--- src/rtl/alu_muldiv_if.sv ---
// Request/response bundle between the EX stage and the alu_muldiv HI/LO unit.
// The master modport is the pipeline side; the slave modport is the unit.
interface alu_muldiv_if #(
    parameter int NB_OP   = 6,
    parameter int NB_DATA = 32
);
    // Handshake: a request is accepted on a rising edge where i_valid & o_ready.
    // The requester holds i_valid (and i_op/i_data_*) while o_stall is high.
    // o_done is a one-cycle pulse when a MULT/DIV result lands in HI/LO.
    logic               i_valid;
    logic [NB_OP-1:0]   i_op;
    logic [NB_DATA-1:0] i_data_A;
    logic [NB_DATA-1:0] i_data_B;
    logic               o_ready;
    logic               o_done;
    logic               o_div_zero;
    logic [NB_DATA-1:0] o_hi;
    logic [NB_DATA-1:0] o_lo;
    logic [NB_DATA-1:0] o_data;
    logic               o_stall;
    logic [1:0]         dbg_state;

    modport master (
        output i_valid, i_op, i_data_A, i_data_B,
        input  o_ready, o_done, o_div_zero, o_hi, o_lo, o_data, o_stall, dbg_state
    );

    modport slave (
        input  i_valid, i_op, i_data_A, i_data_B,
        output o_ready, o_done, o_div_zero, o_hi, o_lo, o_data, o_stall, dbg_state
    );
endinterface

--- src/rtl/alu_muldiv.sv ---
// Iterative MIPS multiply/divide unit with HI/LO registers.
// Define ALU_MULDIV_FAST_MULT_EN to compute MULT/MULTU with one combinational multiplier.
module alu_muldiv #(
    parameter int NB_OP   = 6,
    parameter int NB_DATA = 32,
    parameter int NB_CNT  = $clog2(NB_DATA + 1)
) (
    input  logic        i_clk,
    input  logic        i_rst_n,
    alu_muldiv_if.slave bus
);
    localparam logic [NB_OP-1:0] OP_MFHI  = NB_OP'(6'b010000);
    localparam logic [NB_OP-1:0] OP_MTHI  = NB_OP'(6'b010001);
    localparam logic [NB_OP-1:0] OP_MFLO  = NB_OP'(6'b010010);
    localparam logic [NB_OP-1:0] OP_MTLO  = NB_OP'(6'b010011);
    localparam logic [NB_OP-1:0] OP_MULT  = NB_OP'(6'b011000);
    localparam logic [NB_OP-1:0] OP_MULTU = NB_OP'(6'b011001);
    localparam logic [NB_OP-1:0] OP_DIV   = NB_OP'(6'b011010);
    localparam logic [NB_OP-1:0] OP_DIVU  = NB_OP'(6'b011011);

    typedef enum logic [1:0] {IDLE = 2'd0, MUL = 2'd1, DIV = 2'd2, FIX = 2'd3} state_e;

    state_e               state_q, state_d;
    logic [NB_CNT-1:0]    cnt_q, cnt_d;
    logic [2*NB_DATA-1:0] acc_q, acc_d;
    logic [NB_DATA-1:0]   opd_q, opd_d, a_raw_q, a_raw_d, hi_q, hi_d, lo_q, lo_d;
    logic                 is_div_q, is_div_d, neg_q, neg_d, neg_rem_q, neg_rem_d;
    logic                 dz_q, dz_d, ready_q, ready_d, done_q, done_d, dz_out_q, dz_out_d;

    logic op_mfhi, op_mflo, op_mthi, op_mtlo, op_mul, op_div, op_signed, op_known;
    logic accept, sign_a, sign_b;
    logic [NB_DATA-1:0]   mag_a, mag_b;
    logic [NB_DATA:0]     div_sh;
    logic [NB_DATA-1:0]   div_diff;
    logic                 div_ge;
    logic [2*NB_DATA-1:0] div_next, prod_fix;
    logic [NB_DATA-1:0]   quo_fix, rem_fix;

    assign op_mfhi   = (bus.i_op == OP_MFHI);
    assign op_mflo   = (bus.i_op == OP_MFLO);
    assign op_mthi   = (bus.i_op == OP_MTHI);
    assign op_mtlo   = (bus.i_op == OP_MTLO);
    assign op_mul    = (bus.i_op == OP_MULT) | (bus.i_op == OP_MULTU);
    assign op_div    = (bus.i_op == OP_DIV)  | (bus.i_op == OP_DIVU);
    assign op_signed = (bus.i_op == OP_MULT) | (bus.i_op == OP_DIV);
    assign op_known  = op_mfhi | op_mflo | op_mthi | op_mtlo | op_mul | op_div;
    assign accept    = bus.i_valid & ready_q;

    assign sign_a = op_signed & bus.i_data_A[NB_DATA-1];
    assign sign_b = op_signed & bus.i_data_B[NB_DATA-1];
    assign mag_a  = sign_a ? -bus.i_data_A : bus.i_data_A;
    assign mag_b  = sign_b ? -bus.i_data_B : bus.i_data_B;

    // Restoring divide: acc holds {remainder, quotient-in-progress}; opd is the divisor.
    assign div_sh   = {acc_q[2*NB_DATA-1:NB_DATA], acc_q[NB_DATA-1]};
    assign div_ge   = (div_sh >= {1'b0, opd_q});
    assign div_diff = div_sh[NB_DATA-1:0] - opd_q;
    assign div_next = div_ge ? {div_diff, acc_q[NB_DATA-2:0], 1'b1}
                             : {div_sh[NB_DATA-1:0], acc_q[NB_DATA-2:0], 1'b0};

`ifdef ALU_MULDIV_FAST_MULT_EN
    logic [2*NB_DATA-1:0] prod_fast;
    assign prod_fast = {{NB_DATA{1'b0}}, mag_a} * {{NB_DATA{1'b0}}, mag_b};
`else
    // Shift-add multiply: acc holds {partial product, remaining multiplier bits}.
    logic [NB_DATA-1:0]   mul_add;
    logic [NB_DATA:0]     mul_sum;
    logic [2*NB_DATA-1:0] mul_next;
    assign mul_add  = acc_q[0] ? opd_q : '0;
    assign mul_sum  = {1'b0, acc_q[2*NB_DATA-1:NB_DATA]} + {1'b0, mul_add};
    assign mul_next = {mul_sum, acc_q[NB_DATA-1:1]};
`endif

    assign prod_fix = neg_q ? -acc_q : acc_q;
    assign quo_fix  = neg_q ? -acc_q[NB_DATA-1:0] : acc_q[NB_DATA-1:0];
    assign rem_fix  = neg_rem_q ? -acc_q[2*NB_DATA-1:NB_DATA] : acc_q[2*NB_DATA-1:NB_DATA];

    always_comb begin
        state_d   = state_q;
        cnt_d     = cnt_q;
        acc_d     = acc_q;
        opd_d     = opd_q;
        a_raw_d   = a_raw_q;
        hi_d      = hi_q;
        lo_d      = lo_q;
        is_div_d  = is_div_q;
        neg_d     = neg_q;
        neg_rem_d = neg_rem_q;
        dz_d      = dz_q;
        ready_d   = ready_q;
        done_d    = 1'b0;
        dz_out_d  = 1'b0;
        case (state_q)
            IDLE: begin
                if (accept) begin
                    if (op_mthi) hi_d = bus.i_data_A;
                    if (op_mtlo) lo_d = bus.i_data_A;
                    if (op_mul | op_div) begin
                        a_raw_d   = bus.i_data_A;
                        is_div_d  = op_div;
                        neg_d     = sign_a ^ sign_b;
                        neg_rem_d = sign_a;
                        dz_d      = op_div & (bus.i_data_B == '0);
                        cnt_d     = NB_CNT'(NB_DATA);
                        ready_d   = 1'b0;
                        if (op_div) begin
                            state_d = DIV;
                            acc_d   = {{NB_DATA{1'b0}}, mag_a};
                            opd_d   = mag_b;
                        end else begin
`ifdef ALU_MULDIV_FAST_MULT_EN
                            state_d = FIX;
                            acc_d   = prod_fast;
`else
                            state_d = MUL;
                            acc_d   = {{NB_DATA{1'b0}}, mag_b};
                            opd_d   = mag_a;
`endif
                        end
                    end
                end
            end
`ifndef ALU_MULDIV_FAST_MULT_EN
            MUL: begin
                acc_d = mul_next;
                cnt_d = cnt_q - NB_CNT'(1);
                if (cnt_q == NB_CNT'(1)) state_d = FIX;
            end
`endif
            DIV: begin
                acc_d = div_next;
                cnt_d = cnt_q - NB_CNT'(1);
                if (cnt_q == NB_CNT'(1)) state_d = FIX;
            end
            FIX: begin
                if (is_div_q && dz_q) begin
                    // Divide by zero reports the dividend exactly as the requester gave it.
                    hi_d = a_raw_q;
                    lo_d = '1;
                end else if (is_div_q) begin
                    hi_d = rem_fix;
                    lo_d = quo_fix;
                end else begin
                    {hi_d, lo_d} = prod_fix;
                end
                done_d   = 1'b1;
                dz_out_d = is_div_q & dz_q;
                ready_d  = 1'b1;
                state_d  = IDLE;
            end
            default: state_d = IDLE;
        endcase
    end

    always_ff @(posedge i_clk or negedge i_rst_n) begin
        if (!i_rst_n) begin
            state_q   <= IDLE;
            cnt_q     <= '0;
            acc_q     <= '0;
            opd_q     <= '0;
            a_raw_q   <= '0;
            hi_q      <= '0;
            lo_q      <= '0;
            is_div_q  <= 1'b0;
            neg_q     <= 1'b0;
            neg_rem_q <= 1'b0;
            dz_q      <= 1'b0;
            ready_q   <= 1'b1;
            done_q    <= 1'b0;
            dz_out_q  <= 1'b0;
        end else begin
            state_q   <= state_d;
            cnt_q     <= cnt_d;
            acc_q     <= acc_d;
            opd_q     <= opd_d;
            a_raw_q   <= a_raw_d;
            hi_q      <= hi_d;
            lo_q      <= lo_d;
            is_div_q  <= is_div_d;
            neg_q     <= neg_d;
            neg_rem_q <= neg_rem_d;
            dz_q      <= dz_d;
            ready_q   <= ready_d;
            done_q    <= done_d;
            dz_out_q  <= dz_out_d;
        end
    end

    always_comb begin
        bus.o_data = '0;
        if (op_mfhi)      bus.o_data = hi_q;
        else if (op_mflo) bus.o_data = lo_q;
    end

    assign bus.o_ready    = ready_q;
    assign bus.o_done     = done_q;
    assign bus.o_div_zero = dz_out_q;
    assign bus.o_hi       = hi_q;
    assign bus.o_lo       = lo_q;
    assign bus.o_stall    = bus.i_valid & op_known & ~ready_q;
    assign bus.dbg_state  = state_q;
endmodule
--- src/flat_wrapper.sv ---
// flat-port wrapper written by rule: the top's interface ports become plain ports
module alu_muldiv_flat 
#(
    parameter int NB_OP   = 6,
    parameter int NB_DATA = 32,
    parameter int NB_CNT  = $clog2(NB_DATA + 1)
)
  (i_clk, i_rst_n, bus_i_valid, bus_i_op, bus_i_data_A, bus_i_data_B, bus_o_ready, bus_o_done, bus_o_div_zero, bus_o_hi, bus_o_lo, bus_o_data, bus_o_stall, bus_dbg_state);
  alu_muldiv_if #(.NB_OP(NB_OP), .NB_DATA(NB_DATA)) bus_i ();
  input  logic i_clk;
  input  logic i_rst_n;
  input wire logic [$bits(bus_i.i_valid)-1:0] bus_i_valid;
  input wire logic [$bits(bus_i.i_op)-1:0] bus_i_op;
  input wire logic [$bits(bus_i.i_data_A)-1:0] bus_i_data_A;
  input wire logic [$bits(bus_i.i_data_B)-1:0] bus_i_data_B;
  output wire logic [$bits(bus_i.o_ready)-1:0] bus_o_ready;
  output wire logic [$bits(bus_i.o_done)-1:0] bus_o_done;
  output wire logic [$bits(bus_i.o_div_zero)-1:0] bus_o_div_zero;
  output wire logic [$bits(bus_i.o_hi)-1:0] bus_o_hi;
  output wire logic [$bits(bus_i.o_lo)-1:0] bus_o_lo;
  output wire logic [$bits(bus_i.o_data)-1:0] bus_o_data;
  output wire logic [$bits(bus_i.o_stall)-1:0] bus_o_stall;
  output wire logic [$bits(bus_i.dbg_state)-1:0] bus_dbg_state;
  assign bus_i.i_valid = bus_i_valid;
  assign bus_i.i_op = bus_i_op;
  assign bus_i.i_data_A = bus_i_data_A;
  assign bus_i.i_data_B = bus_i_data_B;
  assign bus_o_ready = bus_i.o_ready;
  assign bus_o_done = bus_i.o_done;
  assign bus_o_div_zero = bus_i.o_div_zero;
  assign bus_o_hi = bus_i.o_hi;
  assign bus_o_lo = bus_i.o_lo;
  assign bus_o_data = bus_i.o_data;
  assign bus_o_stall = bus_i.o_stall;
  assign bus_dbg_state = bus_i.dbg_state;
  alu_muldiv #(.NB_OP(NB_OP), .NB_DATA(NB_DATA), .NB_CNT(NB_CNT)) u_core (.i_clk(i_clk), .i_rst_n(i_rst_n), .bus(bus_i));
endmodule
--- config.mk ---
export PLATFORM = sky130hd
export DESIGN_NAME = alu_muldiv_flat
export DESIGN_NICKNAME = d
export VERILOG_FILES = /design/src/rtl/alu_muldiv_if.sv /design/src/rtl/alu_muldiv.sv /design/src/flat_wrapper.sv
export SDC_FILE = /design/constraint.sdc
export NUM_CORES = 1
export LEC_CHECK = 0
export ABC_AREA = 1
export CAP_MARGIN = 20
export CELL_PAD_IN_SITES_DETAIL_PLACEMENT = 0
export CELL_PAD_IN_SITES_GLOBAL_PLACEMENT = 2
export CORE_MARGIN = 2
export CORE_UTILIZATION = 34
export CTS_CLUSTER_DIAMETER = 100
export CTS_CLUSTER_SIZE = 40
export DETAILED_ROUTE_END_ITERATION = 10
export MAX_ROUTING_LAYER = met4
export PLACE_DENSITY_LB_ADDON = 0.12
export SLEW_MARGIN = 20
export SYNTH_ARGS = -nofsm -noshare
export SYNTH_HDL_FRONTEND = slang
export SYNTH_SLANG_ARGS = --single-unit
--- constraint.sdc ---
create_clock -name i_clk -period 6.9 [get_ports i_clk]
set_clock_uncertainty 0.05 [all_clocks]
set_input_delay 0.69 -clock i_clk [delete_from_list [all_inputs] [get_ports i_clk]]
set_output_delay 0.69 -clock i_clk [all_outputs]
set_load 0.03 [all_outputs]
* After elaboration in Yosys (flattened, before gate mapping) *
Cells that the tools add are included.

word-level totals
  bits in latches = 0
  bits in writable memories = 0
  bits in read-only memories = 0
  word-level logic and storage cells = 109
  memories kept = 0
  bits in registers = 207
  output and inout bits = 102

operators by class
  eq/ne operators = 17
  shifts and indexed selects = 0
  $add $sub $neg = 8
  order comparisons = 1
  multipliers = 0
  reductions and logical operators = 14
  multiplexer cells = 37
  bitwise operators = 18
  divide/modulo/power cells = 0

operators with widths
  cell                                                                 count
  32-bit 2-to-1 mux                                                    17
  64-bit 2-to-1 mux                                                    4
  64-bit one-hot mux with 3 select lines                               1
  32-bit negator                                                       4
  32-bit one-hot mux with 2 select lines                               2
  64-bit negator                                                       1
  6-bit by 5-bit == test with 1-bit output (second input constant)     8
  32-bit by 32-bit adder with 33-bit output                            1
  33-bit by 32-bit greater-or-equal comparator with 1-bit output       1
  32-bit zero test                                                     1
  32-bit subtractor                                                    1
  3-bit AND reduction                                                  7
  6-bit 2-to-1 mux                                                     2
  6-bit one-hot mux with 2 select lines                                1
  2-bit by 1-bit != test with 1-bit output (second input constant)     5
  1-bit bitwise OR                                                     9
  2-bit 2-to-1 mux                                                     4
  1-bit AND                                                            7
  6-bit by 1-bit == test with 1-bit output (second input constant)     1
  2-bit one-hot mux with 3 select lines                                1
  6-bit by 1-bit subtractor with 6-bit output (second input constant)  1
  2-bit == test (second input constant)                                2
  1-bit 2-to-1 mux                                                     4
  2-bit nonzero test                                                   2
  8 further kinds                                                      8

* Depth between registers and ports, before layout *
  word-level depth = 8
  mapped depth = 21

* Worst setup path before layout *
Ideal clock, no wire load.

  path type = register to register
  start = reg u_core.acc_q[0]
  end = reg u_core.acc_q[61]
  path buffers = 2
  data required time = 6.733 ns
  stages on the path, launching flop included = 22
  path slack = 4.087 ns
  arrival = 2.647 ns
  clock period less this slack = 2.813 ns
  cells stage by stage = dfrtp_1 buf_2 clkbuf_1 nand2_1 inv_1 ha_1 inv_1 fa_1 inv_1 nand2_1 o21ai_0 nand2_1 nand2_1 nand3_1 nand2_1 nand2_1 nand2_1 nand2_1 nand3_1 nand2_1 nand2_1 nand2_1

on the way
  cells in the longest elaborated chain, start to end = 3

ends and longest elaborated chain
  what                                       line               RTL
  start, declared                            alu_muldiv.sv:25   logic [2*NB_DATA-1:0] acc_q, acc_d;
  start signal, assigned                     alu_muldiv.sv:159  acc_q <= '0;
  start signal, assigned                     alu_muldiv.sv:174  acc_q <= acc_d;
  32-bit 2-to-1 mux                          alu_muldiv.sv:69   assign mul_add = acc_q[0] ? opd_q : '0;
  32-bit by 32-bit adder with 33-bit output  alu_muldiv.sv:70   assign mul_sum = {1'b0, acc_q[2*NB_DATA-1:NB_DATA]} + {1'b0, mul_add};
  64-bit one-hot mux with 3 select lines     alu_muldiv.sv:93   case (state_q)

Every way passes these cells.
A chain may end at the register's enable or synchronous reset.

* Worst setup path in the final report *
  start = reg u_core.acc_q[0]
  end = reg u_core.acc_q[55]

Same word-level chain as after synthesis.

==> flow_results.org <==
** Power
- For this design the static power due to leakage is 11.7 nW.
- In this run the power density over the cells is 509 mW/mm^2.
- VDD sags by at most 347 uV.

** Drt
- Starting DRC count in detailed routing :: 2616
- Routed length per placed instance :: 24.2 um
- Final routed wirelength across all metal layers :: 105000 um
- Count of vias placed by the detailed router :: 24200
- Once detail routing completed, the nets flagged for antenna violations numbered 0.
- Number of vias per cell :: 5.59
- Number of iterations in the first detailed-routing pass :: 8
- Count of unresolved DRC violations after routing :: 0

** Cells and area
- Cells with a size suffix above 1 make up 3.49% of the layout.
- Counting the fill cells in the layout gives 6560.
- Area used by multi-input combinational logic :: 0.0130 mm^2
- Layout Area Growth over Synthesis :: 16.2%
- Layout Cells excl Fill :: 4329
- Most frequent standard cell in the layout excluding fill and tap cells :: sky130_fd_sc_hd__nand2_1
- In the final layout, flip-flops and latches occupy 0.00518 mm^2.
- The final layout contains 3689 nets.
- The library cells used most frequently in the layout, excluding fill and tap cells, are 1013 x sky130_fd_sc_hd__nand2_1, 488 x sky130_fd_sc_hd__nor2_1, 395 x sky130_fd_sc_hd__inv_1.

** Critical path
- In this run the worst path has a maximum fanout of 30.
- The worst setup path is of the reg -> reg kind.
- Slowest Stage Delay on Critical Path :: 0.66 ns
- STA classifies the critical path startpoint as a flop.
- The most numerous cell type found on the critical path is sky130_fd_sc_hd__nand2_1.
- Highest-delay cell along the critical path :: sky130_fd_sc_hd__o21ai_0
- The signal on the critical path passes through buf_4, nand2_1, inv_1, ha_1, inv_1, fa_1, inv_1, nand2_1, o21ai_0, inv_1, o21bai_1, nand2_1, nand3_1, nand2_1, nand3_1, nand2_1, nand2_1, nand2_1.
- At the worst endpoint, the required time is 7.31 ns.
- The worst setup path is captured at a flop.
- For the worst setup path, the data arrival time is 4.46 ns.

** Clock network
- Depth of the CTS H-tree :: 1
- # clock sinks :: 207
- Post-CTS setup buffer count :: 0
- The later pin in the worst-skew pair is clocked with a latency of 0.60 ns.
- Buffer depth of the longest clock path :: 3
- Clock transition at path regs :: 0.11 ns
- Hold-fix buffers, CTS :: 0
- CTS resizes :: 0
- Total CTS buffers :: 20
- The root buffer cell chosen for the clock tree is sky130_fd_sc_hd__clkbuf_16.
- Clock tree from TritonCTS :: done

** Yosys
- Fraction of synthesis flops using an asynchronous set or reset pin :: 100%
- The average instance in the mapped netlist occupies 5.88 um^2.
- Prevailing post-synth register cell :: sky130_fd_sc_hd__dfrtp_1
- Post-synthesis sequential area ratio :: 25.6%
- Post-synthesis register bit count :: 207
- Synth top area share :: 25.5%
- Syn nets :: 3591
- Synthesis produced a netlist whose cell count is 3442.
- Count of yosys warnings during synthesis :: 0
- Area contributors post-synth :: sky130_fd_sc_hd__dfrtp_1 25%, sky130_fd_sc_hd__nand2_1 19%, sky130_fd_sc_hd__nand3_1 9.3%
- Top cell type by total area after synthesis :: sky130_fd_sc_hd__dfrtp_1
- The synthesized netlist contains 50 unique library cells.
- The mapped netlist covers 0.0202 mm^2.
- The synthesized design contains 0 enable-type register cells.

** STA
- Period Utilization, post-route :: 58.7%
- Hold is met by 0.0602 ns.
- After routing, the total negative slack on setup checks comes to 0 ns.
- Final worst path period need :: 4.05 ns
- The final-report hold violation count is 0.
- Remaining max-slew budget at the tightest pin :: 24.6%
- Maximum operating frequency :: 0.247 GHz
- For the pin with the worst max-slew slack, the measured transition is 1.13 ns.
- Total of endpoints with negative setup slack in the final report :: 0
- Setup repair after global routing left no endpoint under its margin.
- The max-slew violation count came to 0.

** Placed design
- At the end of routability-driven placement, the weighted congestion stood at 1.02.
- The count of buffers added on input and output ports is 174.
- Detailed placement ended at an HPWL of 85200 um.
- After detailed placement, the design holds a cell count of 4290.

** Global routing
- Global-route wire length before repair :: 152000 um
- The number of antenna violations at the first check in global routing came to 2.
- Overall track demand over capacity in global routing :: 34.5%
- Pin count of the biggest net entering global routing :: 105
- Summed over all layers, the global routing overflow is 0.
- The number of global-route vias before repair is 22300.

** Flow run
- Across the run, the number of max-cap violations was 0.

** Status
- The flow ran to the end, and the final reports show no timing, DRC or antenna violations.

** Floorplanning
- Horizontal extent of the die :: 248 um
- The core region is 0.0589 mm^2.
- The die covers 0.0615 mm^2.
- During I/O placement, the number of pins put on the boundary was 175.
- Std-Cell Rows :: 89
- Die height :: 248 um
- Initial core utilization :: 34.4%

** Worst hold path
- The min-delay analysis places its worst path in the category in -> async.
[Yosys cell counts, drive strengths merged (38+ instances only)]
| library cell | instances |
|---|---|
| nand2 | 1025 |
| nor2 | 507 |
| inv | 406 |
| nand3 | 375 |
| a21oi | 226 |
| o21ai | 212 |
| dfrtp | 206 |
| clkbuf | 74 |
| ha | 74 |
| buf | 49 |
| nand4 | 38 |
| xor2 | 38 |
[routing by layer]
| layer | wire length (um) | GRT usage (%) | part of all wire [%] |
|---|---|---|---|
| met1 | 49100 | 50.3 | 47 |
| met2 | 44000 | 49.0 | 42 |
| met3 | 8510 | 5.44 | 8.1 |
| met4 | 3140 | 9.21 | 3.0 |
| met5 | 0 | - | 0 |
[worst max-delay path, delay by kind of cell, from the launching register on]
family | cells | cell delay, ns
compound gates | 2 | 1.00
fa+ha+maj | 2 | 0.68
buf+inv | 5 | 0.76
flops | 1 | 0.59
simple gates | 9 | 0.85
[stage by stage]
step | setup WS [ns] | total power, mW | utilization (%) | area (um^2)
after detailed placement | 2.58 | 10.4 | 38.4 | 22600
final | 2.85 | 12.0 | 39.9 | 23500
after floorplan | 4.09 | 7.32 | - | 20200
after global routing | 2.47 | 12.8 | 39.9 | 23500
after CTS | 2.58 | 11.9 | 39.9 | 23500
after global placement | 2.67 | 10.4 | 38.4 | 22600
[logic make-up after synthesis]
family                     count (synthesis)  share of synthesized area [%]
adders and majority gates                 76                           4.77
DFF                                      207                           25.6
buffers and inverters                    532                           10.4
and+or+nand+nor                         2013                           41.4
AOI/OAI and AO/OA                        558                           15.4
xor gates and xnor gates                  56                           2.42
[registers in the layout, indices dropped and copies added, names as in the netlist]
signal / count
u_core.cnt_q: 6
u_core.acc_q: 64
u_core.bus.o_done: 1
u_core.bus.dbg_state: 2
u_core.dz_q: 1
u_core.neg_q: 1
u_core.neg_rem_q: 1
u_core.is_div_q: 1
u_core.bus.o_hi: 32
u_core.bus.o_div_zero: 1
u_core.bus.o_lo: 32
u_core.opd_q: 32
u_core.a_raw_q: 32
u_core.bus.o_ready: 1
[final cells by class]
cell class              instances  share of cell area [%]
well taps                     773                    4.11
clock inverters                16                    1.68
diodes                          2                  0.0213
inverters                     409                    6.53
flip-flops and latches        207                    22.0
clock buffers                  20                    2.13
multi-input cells            2703                    55.2
repair buffers                199                    8.33
[where the power goes]
part / switching [mW] / internal (mW) / leakage [nW]
sequential: 0.757 / 1.77 / 2.50
clock: 0.783 / 0.645 / 0.407
combinational: 5.60 / 2.42 / 8.83
total: 7.14 / 4.84 / 11.7
[final timing paths]
path	endpoint	startpoint	slack [ns]	cells after the start
worst max-delay path	u_core.acc_q[55]	u_core.acc_q[0]	2.85	18
worst min-delay path	u_core.acc_q[56]	i_rst_n	0.06	1
worst max register to register	u_core.acc_q[55]	u_core.acc_q[0]	2.85	18
worst min register to register	u_core.a_raw_q[17]	u_core.a_raw_q[17]	0.45	2
max in group asynchronous	u_core.bus.o_hi[18]	i_rst_n	5.59	2
min in group i_clk	u_core.a_raw_q[17]	u_core.a_raw_q[17]	0.45	2
(Power assumes the default switching activity.)
